--- src/rtl/sram_master.sv ---
// Load/store initiator for the byte-enabled, word-organised SRAM port.
// Define SRAM_MASTER_SPLIT_EN to split misaligned accesses in two; otherwise they are rejected.
module sram_master (
    input  logic        clk_i,
    input  logic        rst_n_i,
    input  logic        req_valid_i,
    output logic        req_ready_o,
    input  logic        req_we_i,
    input  logic [1:0]  req_size_i,
    input  logic        req_unsigned_i,
    input  logic [31:0] req_addr_i,
    input  logic [31:0] req_wdata_i,
    output logic        rsp_valid_o,
    output logic [31:0] rsp_rdata_o,
    output logic        rsp_err_o,
    output logic        sram_cen_o,
    output logic        sram_wen_o,
    output logic [3:0]  sram_ben_o,
    output logic [31:0] sram_addr_o,
    output logic [31:0] sram_din_o,
    input  logic [31:0] sram_dout_i
);

    localparam int unsigned DW = 32;
    localparam int unsigned NB = 4;
`ifdef SRAM_MASTER_SPLIT_EN
    localparam bit SPLIT_EN = 1'b1;
`else
    localparam bit SPLIT_EN = 1'b0;
`endif

    typedef enum logic [2:0] {
        S_IDLE, S_ACC1, S_CAP1, S_ACC2, S_CAP2, S_RESP
    } state_e;

    state_e          state_q, state_d;
    logic            req_ready_q, req_ready_d;
    logic            rsp_valid_q, rsp_valid_d;
    logic [DW-1:0]   rsp_rdata_q, rsp_rdata_d;
    logic            rsp_err_q, rsp_err_d;
    logic            sram_cen_q, sram_cen_d;
    logic            sram_wen_q, sram_wen_d;
    logic [NB-1:0]   sram_ben_q, sram_ben_d;
    logic [DW-1:0]   sram_addr_q, sram_addr_d;
    logic [DW-1:0]   sram_din_q, sram_din_d;

    // Request fields held for the whole transaction
    logic            we_q;
    logic [1:0]      size_q;
    logic            uns_q;
    logic [DW-1:0]   addr_q;
    logic [DW-1:0]   wdata_q;
    logic [DW-1:0]   rd1_q;

    logic            accept_c;
    logic            cur_we_c;
    logic [1:0]      cur_size_c;
    logic [DW-1:0]   cur_addr_c;
    logic [DW-1:0]   cur_wdata_c;
    logic [1:0]      off_c;
    logic [NB-1:0]   nmask_c;
    logic [2*NB-1:0] lanes_c;
    logic            misal_c;
    logic            split_c;
    logic            reject_c;
    logic [DW-1:0]   merged_c;
    logic [DW-1:0]   load_c;

    function automatic logic [DW-1:0] rotl32(input logic [DW-1:0] x, input logic [1:0] b);
        logic [2*DW-1:0] d;
        d = {x, x} << {b, 3'b000};
        return d[2*DW-1:DW];
    endfunction

    function automatic logic [DW-1:0] rotr32(input logic [DW-1:0] x, input logic [1:0] b);
        logic [2*DW-1:0] d;
        d = {x, x} >> {b, 3'b000};
        return d[DW-1:0];
    endfunction

    function automatic logic [DW-1:0] extend(input logic [DW-1:0] x, input logic [1:0] sz,
                                             input logic uns);
        logic [DW-1:0] r;
        case (sz)
            2'd0:    r = uns ? {24'h0, x[7:0]}  : {{24{x[7]}}, x[7:0]};
            2'd1:    r = uns ? {16'h0, x[15:0]} : {{16{x[15]}}, x[15:0]};
            default: r = x;
        endcase
        return r;
    endfunction

    // In IDLE the live request describes the access; afterwards the latched copy does
    assign accept_c    = (state_q == S_IDLE) && req_ready_q && req_valid_i;
    assign cur_we_c    = (state_q == S_IDLE) ? req_we_i    : we_q;
    assign cur_size_c  = (state_q == S_IDLE) ? req_size_i  : size_q;
    assign cur_addr_c  = (state_q == S_IDLE) ? req_addr_i  : addr_q;
    assign cur_wdata_c = (state_q == S_IDLE) ? req_wdata_i : wdata_q;
    assign off_c       = cur_addr_c[1:0];

    always_comb begin
        case (cur_size_c)
            2'd0:    nmask_c = 4'b0001;
            2'd1:    nmask_c = 4'b0011;
            default: nmask_c = 4'b1111;
        endcase
    end

    // Low nibble: lanes of the first word; high nibble: lanes spilling into the next word
    assign lanes_c  = {4'b0000, nmask_c} << off_c;
    assign misal_c  = |lanes_c[2*NB-1:NB];
    assign split_c  = misal_c && SPLIT_EN;
    assign reject_c = (cur_size_c == 2'd3) || (misal_c && !SPLIT_EN);

    always_comb begin
        merged_c = sram_dout_i;
        if (state_q == S_CAP2) begin
            for (int i = 0; i < int'(NB); i++) begin
                merged_c[8*i +: 8] = (2'(i) >= off_c) ? rd1_q[8*i +: 8] : sram_dout_i[8*i +: 8];
            end
        end
        load_c = extend(rotr32(merged_c, off_c), size_q, uns_q);
    end

    always_comb begin
        state_d     = state_q;
        req_ready_d = 1'b0;
        rsp_valid_d = 1'b0;
        rsp_rdata_d = '0;
        rsp_err_d   = 1'b0;
        sram_cen_d  = 1'b1;
        sram_wen_d  = 1'b1;
        sram_ben_d  = 4'hF;
        sram_addr_d = '0;
        sram_din_d  = '0;

        case (state_q)
            S_IDLE: if (accept_c) state_d = reject_c ? S_RESP : S_ACC1;
            S_ACC1: begin
                if (!we_q)        state_d = S_CAP1;
                else if (split_c) state_d = S_ACC2;
                else              state_d = S_RESP;
            end
            S_CAP1:  state_d = split_c ? S_ACC2 : S_RESP;
            S_ACC2:  state_d = we_q ? S_RESP : S_CAP2;
            S_CAP2:  state_d = S_RESP;
            S_RESP:  state_d = S_IDLE;
            default: state_d = S_IDLE;
        endcase

        req_ready_d = (state_d == S_IDLE);
        rsp_valid_d = (state_d == S_RESP);
        if (state_q == S_IDLE && accept_c && reject_c) rsp_err_d = 1'b1;
        if (state_d == S_RESP && (state_q == S_CAP1 || state_q == S_CAP2)) rsp_rdata_d = load_c;

        if (state_d == S_ACC1 || state_d == S_ACC2) begin
            sram_cen_d = 1'b0;
            sram_wen_d = ~cur_we_c;
            sram_din_d = rotl32(cur_wdata_c, off_c);
            if (state_d == S_ACC1) begin
                sram_ben_d  = ~lanes_c[NB-1:0];
                sram_addr_d = {cur_addr_c[DW-1:2], 2'b00};
            end else begin
                sram_ben_d  = ~lanes_c[2*NB-1:NB];
                sram_addr_d = {cur_addr_c[DW-1:2], 2'b00} + 32'd4;
            end
        end
    end

    always_ff @(posedge clk_i) begin
        if (!rst_n_i) begin
            state_q     <= S_IDLE;
            req_ready_q <= 1'b0;
            rsp_valid_q <= 1'b0;
            rsp_rdata_q <= '0;
            rsp_err_q   <= 1'b0;
            sram_cen_q  <= 1'b1;
            sram_wen_q  <= 1'b1;
            sram_ben_q  <= 4'hF;
            sram_addr_q <= '0;
            sram_din_q  <= '0;
            we_q        <= 1'b0;
            size_q      <= 2'd0;
            uns_q       <= 1'b0;
            addr_q      <= '0;
            wdata_q     <= '0;
            rd1_q       <= '0;
        end else begin
            state_q     <= state_d;
            req_ready_q <= req_ready_d;
            rsp_valid_q <= rsp_valid_d;
            rsp_rdata_q <= rsp_rdata_d;
            rsp_err_q   <= rsp_err_d;
            sram_cen_q  <= sram_cen_d;
            sram_wen_q  <= sram_wen_d;
            sram_ben_q  <= sram_ben_d;
            sram_addr_q <= sram_addr_d;
            sram_din_q  <= sram_din_d;
            if (accept_c) begin
                we_q    <= req_we_i;
                size_q  <= req_size_i;
                uns_q   <= req_unsigned_i;
                addr_q  <= req_addr_i;
                wdata_q <= req_wdata_i;
            end
            if (state_q == S_CAP1) rd1_q <= sram_dout_i;
        end
    end

    assign req_ready_o = req_ready_q;
    assign rsp_valid_o = rsp_valid_q;
    assign rsp_rdata_o = rsp_rdata_q;
    assign rsp_err_o   = rsp_err_q;
    assign sram_cen_o  = sram_cen_q;
    assign sram_wen_o  = sram_wen_q;
    assign sram_ben_o  = sram_ben_q;
    assign sram_addr_o = sram_addr_q;
    assign sram_din_o  = sram_din_q;

endmodule

--- config.mk ---
export PLATFORM = sky130hd
export DESIGN_NAME = sram_master
export DESIGN_NICKNAME = d
export VERILOG_FILES = /design/src/rtl/sram_master.sv
export SDC_FILE = /design/constraint.sdc
export NUM_CORES = 1
export LEC_CHECK = 0
export ABC_AREA = 0
export CAP_MARGIN = 20
export CORE_MARGIN = 1.5
export CORE_UTILIZATION = 56
export CTS_BUF_LIST = sky130_fd_sc_hd__clkbuf_16
export DETAILED_ROUTE_END_ITERATION = 7
export GPL_ROUTABILITY_DRIVEN = 0
export PLACE_DENSITY = 0.86
export SLEW_MARGIN = 20
export SYNTH_ARGS = -nofsm -noshare
export SYNTH_HDL_FRONTEND = slang
export SYNTH_SLANG_ARGS = --single-unit
--- constraint.sdc ---
create_clock -name clk_i -period 10.65 [get_ports clk_i]
set_input_delay 2.6625 -clock clk_i [delete_from_list [all_inputs] [get_ports clk_i]]
set_output_delay 2.6625 -clock clk_i [all_outputs]
set_load 0.05 [all_outputs]
==> results of run 1 <==
## placed cells by master, fill, tap and decap left out, types with 7 or more instances in the layout
cell	Yosys	final
a211oi_1	36	36
a21boi_0	100	100
a21oi_1	104	103
a31oi_1	17	17
and3_1	15	15
buf_4	2	12
clkbuf_16	0	23
clkdlybuf4s50_1	0	203
clkinv_1	0	7
dfxtp_1	206	205
mux2_2	23	23
mux2i_1	75	74
nand2_1	357	356
nor2_1	52	51
nor2b_1	35	35
nor3_1	19	18
o21ai_0	24	24
o21ba_2	7	7
o221ai_1	7	7
o22a_1	7	7
o32a_1	8	8
## power groups by stage
stage               combinational, mW  sequential (mW)  clock (mW)
floorplan                       0.944             1.10           0
global placement                 1.43            0.979           0
detailed placement               1.46            0.980           0
CTS                              1.47            0.966       0.770
global route                     1.62            0.981       0.806
finish                           1.50            0.970       0.767
## registers in the layout, summed over array words and instances (netlist names), 2 cells and up
register and cells:
sram_ben_o 4, rsp_rdata_o 32, size_q 2, rd1_q 32
state_q 3, sram_addr_o 30, addr_q 32, sram_din_o 32
wdata_q 32
## kinds of logic after synthesis
kind of cell,Yosys count
AO/OA/AOI/OAI,329
adder cells (fa/ha/maj),1
XOR/XNOR,1
multiplexers,98
flip-flops,206
AND/OR/NAND/NOR,524
other,1
buffers and inverters,104
## metrics by stage
stage / utilization / area [um^2] / cells / setup WS [ns]
after floorplan: - / 10100 / 1265 / 5.95
after global placement: 0.696 / 12100 / 1606 / 4.78
after detailed placement: 0.696 / 12100 / 1606 / 4.62
after CTS: 0.737 / 12800 / 1646 / 5.09
after global routing: 0.738 / 12800 / 1646 / 4.89
final: 0.738 / 12800 / 1646 / 5.08
## worst max-delay path by stage
stage / start / to / slack [ns] / depth (start not counted)
global route: req_addr_i[0] / rsp_rdata_o[26] / 4.89 / 8
detailed placement: req_addr_i[0] / rsp_rdata_o[30] / 4.62 / 8
finish: req_addr_i[0] / rsp_rdata_o[26] / 5.08 / 8
floorplan: req_size_i[1] / sram_addr_o[24] / 5.95 / 6
global placement: req_addr_i[0] / rsp_rdata_o[22] / 4.78 / 8
CTS: req_addr_i[0] / rsp_rdata_o[26] / 5.09 / 8
## per-layer routing
metal,global-route usage,vias to the layer above,part of all wire
met5,0,-,0
met4,0.117,0,0.036
met3,0.0507,79,0.090
met2,0.492,505,0.46
met1,0.399,4528,0.41
li1,-,4634,-
## cell usage after synthesis (3+ instances only)
master,n,share of area
a211oi_1,36,0.027
a21boi_0,100,0.075
a21oi_1,104,0.052
a31oi_1,17,0.011
and2_1,5,0.0031
and3_1,15,0.0093
and4_1,3,0.0026
buf_1,10,0.0037
buf_2,7,0.0035
clkbuf_1,82,0.031
dfxtp_1,206,0.41
mux2_2,23,0.026
mux2i_1,75,0.075
nand2_1,357,0.13
nand2b_1,3,0.0019
nand3_1,5,0.0025
nand4_1,5,0.0031
nor2_1,52,0.019
nor2b_1,35,0.022
nor3_1,19,0.0095
nor4_1,3,0.0019
nor4b_1,3,0.0026
o21a_1,4,0.0030
o21ai_0,24,0.012
o21ba_2,7,0.0070
o221ai_1,7,0.0061
o22a_1,7,0.0061
o31a_1,3,0.0026
o32a_1,8,0.0080
or3_1,7,0.0044
## area by class of cell
type / instances / share of cell area
multi-input cells: 955 / 0.434
clock buffers: 23 / 0.0448
repair buffers: 217 / 0.166
clock inverters: 17 / 0.0116
flip-flops and latches: 206 / 0.321
inverters: 3 / 0.000876
well taps: 225 / 0.0219
## worst reg2reg max path, delay by kind of cell (launching register included)
| kind | cells | cell delay [ns] |
|---|---|---|
| AO/OA/AOI/OAI | 3 | 1.41 |
| buffers and inverters | 2 | 1.09 |
| flip-flops | 1 | 0.50 |
| multiplexers | 1 | 0.32 |
| AND/OR/NAND/NOR | 2 | 0.47 |
==> run_results.csv, run 1 <==
group,metric,value,unit
logic_synthesis,ys_warn_count,0,
detailed_routing,drc,0,
hold_path,whs_endpoint,"rd1_q[3]",
setup_path,worst_setup_path_start_kind,"primary input",
power_and_ir_drop,total_power,3.23,mW
sta,hold_violations,0,
global_route,grt_pass1_wl,44.8,mm
global_route,grt_max_degree,108,
final_layout,drive_gt1_frac,0.0633,
logic_synthesis,synth_xor_area_frac,0.000871,
power_and_ir_drop,ir_drop,0.185,mV
setup_path,critPathRequiredTime,10.98,ns
final_layout,n_antenna_cell,0,
logic_synthesis,synthCells,1264,
logic_synthesis,seq_area_frac_synth,0.410,
logic_synthesis,syn-cell-area,0.0101,mm^2
power_and_ir_drop,power.internal,1.84,mW
logic_synthesis,synth_edf_count,0,
setup_path,worstReg2RegStart,"state_q[1]",
setup_path,worst_ep_arrival_time,5.90,ns
logic_synthesis,synth_top_family_by_area,"simple AND/OR/NAND/NOR gates",
detailed_routing,first_pass_iters,5,
clock_tree,hold_buffers,0,
sta,timing.final.crit_share,0.523,
clock_tree,postCtsSetupRepairBufs,0,
final_layout,nets,1509,
logic_synthesis,ys_seq_elements,206,
floorplanning,core,0.0174,mm^2
setup_path,rr_worst_depth,8,
hold_path,whs_path_depth,2,
sta,slew_violations,0,
power_and_ir_drop,pwr-share-comb,0.463,
power_and_ir_drop,p_per_area,252,mW/mm^2
detailed_routing,ant_nets,0,
logic_synthesis,yosys.area_share.simple,0.227,
global_route,antenna_found_initial,0,
floorplanning,num_rows,48,
flow_run,cap_violations,0,
logic_synthesis,ys.flop_type,"dfxtp_1",
setup_path,critPathMaxStageDelay,0.70,ns
sta,finalSetupTns,0,ns
sta,slew_headroom,0.303,
clock_tree,clkSinkCount,206,
power_and_ir_drop,clkPwrFrac,0.237,
detailed_routing,vias,9746,
hold_path,hp-class,"register to register",
floorplanning,dieWidth,137,um
place,dpl.hpwl,19.5,mm
sta,setup_viol,0,
place,port_buffers,205,
detailed_routing,wirelength,29.1,mm
sta,finalCriticalPeriod,5.57,ns
global_route,grt_usage,0.302,
setup_path,path_class,"primary input to register",
clock_tree,h-tree-depth,1,
sta,clock-skew-final,0.00824,ns
clock_tree,path_clk_slew,0.06,ns
floorplanning,initial_core_util,0.577,
sta,clock.fmax,179,MHz
setup_path,crit_family,"compound AO/OA/AOI/OAI gates",
floorplanning,die_y,137,um
global_route,overflow,0,
logic_synthesis,synthAdderAreaFrac,0.00124,
clock_tree,cts-root-buf,"clkbuf_16",
outcome,outcome,"finished clean",
detailed_routing,vias_per_cell,5.92,
power_and_ir_drop,p_leak,4.49,nW
clock_tree,cts.repair.resized,0,
detailed_routing,wl_per_cell,17.7,um
logic_synthesis,yosysUniqueCellTypes,52,
setup_path,r2r_slack,6.71,ns
clock_tree,tritoncts,"done",
setup_path,crit_slowest_cell,"nor4b_1",
final_layout,syn2layout_area_growth,27.8,%
setup_path,path_cells,"buf_2 > buf_4 > nor4b_1 > a21oi_4 > mux2i_1 > a22oi_1 > o21a_1 > a21oi_1",
power_and_ir_drop,swShare,0.429,
clock_tree,clockBufferDepth,3,
power_and_ir_drop,netSwitchingPower,1.39,mW
logic_synthesis,muxShareOfSynthArea,0.100,
logic_synthesis,synth_compound_area_frac,0.220,
final_layout,register_area,0.00413,mm^2
detailed_routing,drtIter0Drc,824,
setup_path,critPathBufInv,2,
clock_tree,cts_buffers,22,
clock_tree,clock_latency,0.51,ns
sta,grt_setup_unrepaired,"no",
hold_path,hp-start,"rd1_q[3]",
floorplanning,die_area,0.0188,mm^2
global_route,grt_pass1_vias,8814,
final_layout,nFillCells,1323,
logic_synthesis,synth.avg_cell_area,7.95,um^2
final_layout,multi_input_area,0.00558,mm^2
setup_path,end_kind,"register",
power_and_ir_drop,p_seq_frac,0.300,
sta,hold_slack,0.469,ns
setup_path,crit_path_max_fanout,70,
setup_path,r2r_end,"rsp_rdata_o[26]",
floorplanning,ios,208,
logic_synthesis,async_flop_share,0,
sta,worst_pin_slew,1.04,ns
No activity file was read; power rests on OpenSTA's default activity.
==> run 2, diff against run 1 <==
- CORE_UTILIZATION: 56 -> 52
- PLACE_DENSITY: 0.86 -> 0.81
- clock period: 10.65 -> 5.41 ns (I/O delays scaled with it)
==> run_results.csv, run 2 (synthesized netlist as in run 1, its figures left out) <==
group,metric,value,unit
sta,finalSetupTns,0,ns
sta,clock-skew-final,0.0174,ns
final_layout,final_cell_area,0.0130,mm^2
detailed_routing,wl_met1,12.4,mm
setup_path,worstReg2RegStart,"state_q[1]",
detailed_routing,wl_per_cell,17.0,um
place,port_buffers,205,
place,pre_cts_ws,1.00,ns
clock_tree,cts-root-buf,"clkbuf_16",
final_layout,utilization,0.690,
final_layout,syn2layout_area_growth,29.2,%
power_and_ir_drop,swShare,0.424,
setup_path,critPathRequiredTime,5.78,ns
setup_path,crit_family,"buffers and inverters",
final_layout,final_cells,1686,
power_and_ir_drop,ir_drop,0.349,mV
power_and_ir_drop,power.internal,3.75,mW
sta,slew_headroom,0.332,
hold_path,hp-start,"rd1_q[6]",
outcome,outcome,"finished clean",
setup_path,crit_slowest_cell,"o21ai_0",
place,dpl.hpwl,19.6,mm
sta,worst_pin_slew,0.999,ns
final_layout,n_antenna_cell,0,
floorplanning,core,0.0188,mm^2
sta,hold_violations,0,
clock_tree,h-tree-depth,1,
setup_path,path_class,"primary input to register",
global_route,grt_max_degree,71,
final_layout,multi_input_area,0.00557,mm^2
detailed_routing,ant_nets,0,
clock_tree,cts.repair.resized,0,
sta,timing.final.crit_share,0.740,
clock_tree,clockBufferDepth,3,
clock_tree,clkSinkCount,206,
setup_path,crit_path_max_fanout,31,
clock_tree,tritoncts,"done",
final_layout,register_area,0.00413,mm^2
power_and_ir_drop,clkPwrFrac,0.249,
final_layout,drive_gt1_frac,0.0722,
global_route,grt_pass1_wl,45.4,mm
floorplanning,die_area,0.0202,mm^2
clock_tree,hold_buffers,0,
setup_path,end_kind,"register",
detailed_routing,first_pass_iters,5,
final_layout,nets,1515,
detailed_routing,drtIter0Drc,814,
setup_path,worst_setup_path_start_kind,"primary input",
detailed_routing,wirelength,28.7,mm
setup_path,worst_ep_arrival_time,4.37,ns
sta,fin_ws,1.41,ns
sta,setup_viol,0,
hold_path,hp-class,"register to register",
clock_tree,path_clk_slew,0.07,ns
power_and_ir_drop,pwr-share-comb,0.460,
place,dp.cells,1647,
detailed_routing,vias,9590,
setup_path,path_cells,"clkdlybuf4s50_1 > or4b_4 > and3_1 > o21ai_0 > nor2_1 > inv_2 > buf_4 > a21oi_1",
power_and_ir_drop,p_per_area,502,mW/mm^2
clock_tree,cts_buffers,22,
floorplanning,dieWidth,142,um
power_and_ir_drop,p_leak,4.54,nW
clock_tree,clock_latency,0.51,ns
sta,grt_setup_unrepaired,"no",
floorplanning,num_rows,50,
global_route,grt_usage,0.279,
power_and_ir_drop,p_seq_frac,0.291,
floorplanning,ios,208,
clock_tree,postCtsSetupRepairBufs,0,
final_layout,final_common_cell,"nand2_1",
final_layout,layout_common_cells,"356 x nand2_1, 205 x dfxtp_1, 203 x clkdlybuf4s50_1",
final_layout,nFillCells,1505,
global_route,antenna_found_initial,0,
global_route,overflow,0,
detailed_routing,drc,0,
sta,clock.fmax,250,MHz
setup_path,critPathBufInv,3,
global_route,grt_pass1_vias,8767,
sta,slew_violations,0,
floorplanning,die_y,142,um
place,dpl_cell_area,0.0122,mm^2
sta,finalCriticalPeriod,4.00,ns
detailed_routing,met2_length,13.1,mm
detailed_routing,highest_layer,"met4",
setup_path,critPathMaxStageDelay,0.54,ns
power_and_ir_drop,netSwitchingPower,2.77,mW
flow_run,cap_violations,0,
setup_path,critPathLaunch,"req_size_i[1]",
detailed_routing,vias_per_cell,5.69,
floorplanning,initial_core_util,0.534,
detailed_routing,dr_wl_met3,2.16,mm
-- run 2: cell types whose count changed in the layout (fill, tap and decap cells not counted), sizes merged --
cell      before  now
bufinv         3    5
inv            7    6
clkinvlp       1    2
clkinv         9    6
buf           14   20
-- run 2: per-layer routing --
metal | vias to the layer above | GRT usage
met5 | - | 0
met4 | 0 | 0.104
met3 | 64 | 0.0434
met2 | 386 | 0.451
met1 | 4483 | 0.378
li1 | 4657 | -
-- run 2: cell type report --
type	count	share of cell area
Clock inverter	16	0.0158
Inverter	3	0.000867
Multi-Input combinational cell	955	0.429
Clock buffer	23	0.0443
Timing Repair Buffer	223	0.168
Sequential cell	206	0.318
Tap cell	260	0.0250
-- run 2: power by group through the flow --
stage / Combinational (mW) / Sequential, mW / Clock [mW]
after floorplan: 1.86 / 2.17 / 0
after global placement: 2.89 / 1.92 / 0
after detailed placement: 2.93 / 1.93 / 0
after CTS: 2.96 / 1.90 / 1.64
after global routing: 3.25 / 1.92 / 1.71
final: 3.00 / 1.90 / 1.62
-- run 2: worst paths after layout --
kind	endpoint	slack, ns	cells past startpoint
min	rd1_q[6]	0.47	2
max	sram_din_o[5]	1.41	8
max reg2reg	sram_addr_o[28]	1.65	10
min reg2reg	rd1_q[6]	0.47	2
-- run 2: metrics by stage --
| step | power (mW) | hold slack (ns) |
|---|---|---|
| 2_1_floorplan | 4.03 | 0.440 |
| 3_3_place_gp | 4.81 | 0.452 |
| 3_5_place_dp | 4.86 | 0.458 |
| 4_1_cts | 6.50 | 0.466 |
| 5_1_grt | 6.88 | 0.481 |
| 6_report | 6.52 | 0.469 |
-- run 2: worst register-to-register path: stages, from the launching register on --
cell and delay, ns:
dfxtp_1 0.50, nor3_2 0.54, buf_4 0.58, nand2_1 0.17
nand2_1 0.09, ha_1 0.17, o21ai_0 0.17, a221oi_2 0.31
or4b_4 0.56, or3_1 0.39, a31oi_1 0.20
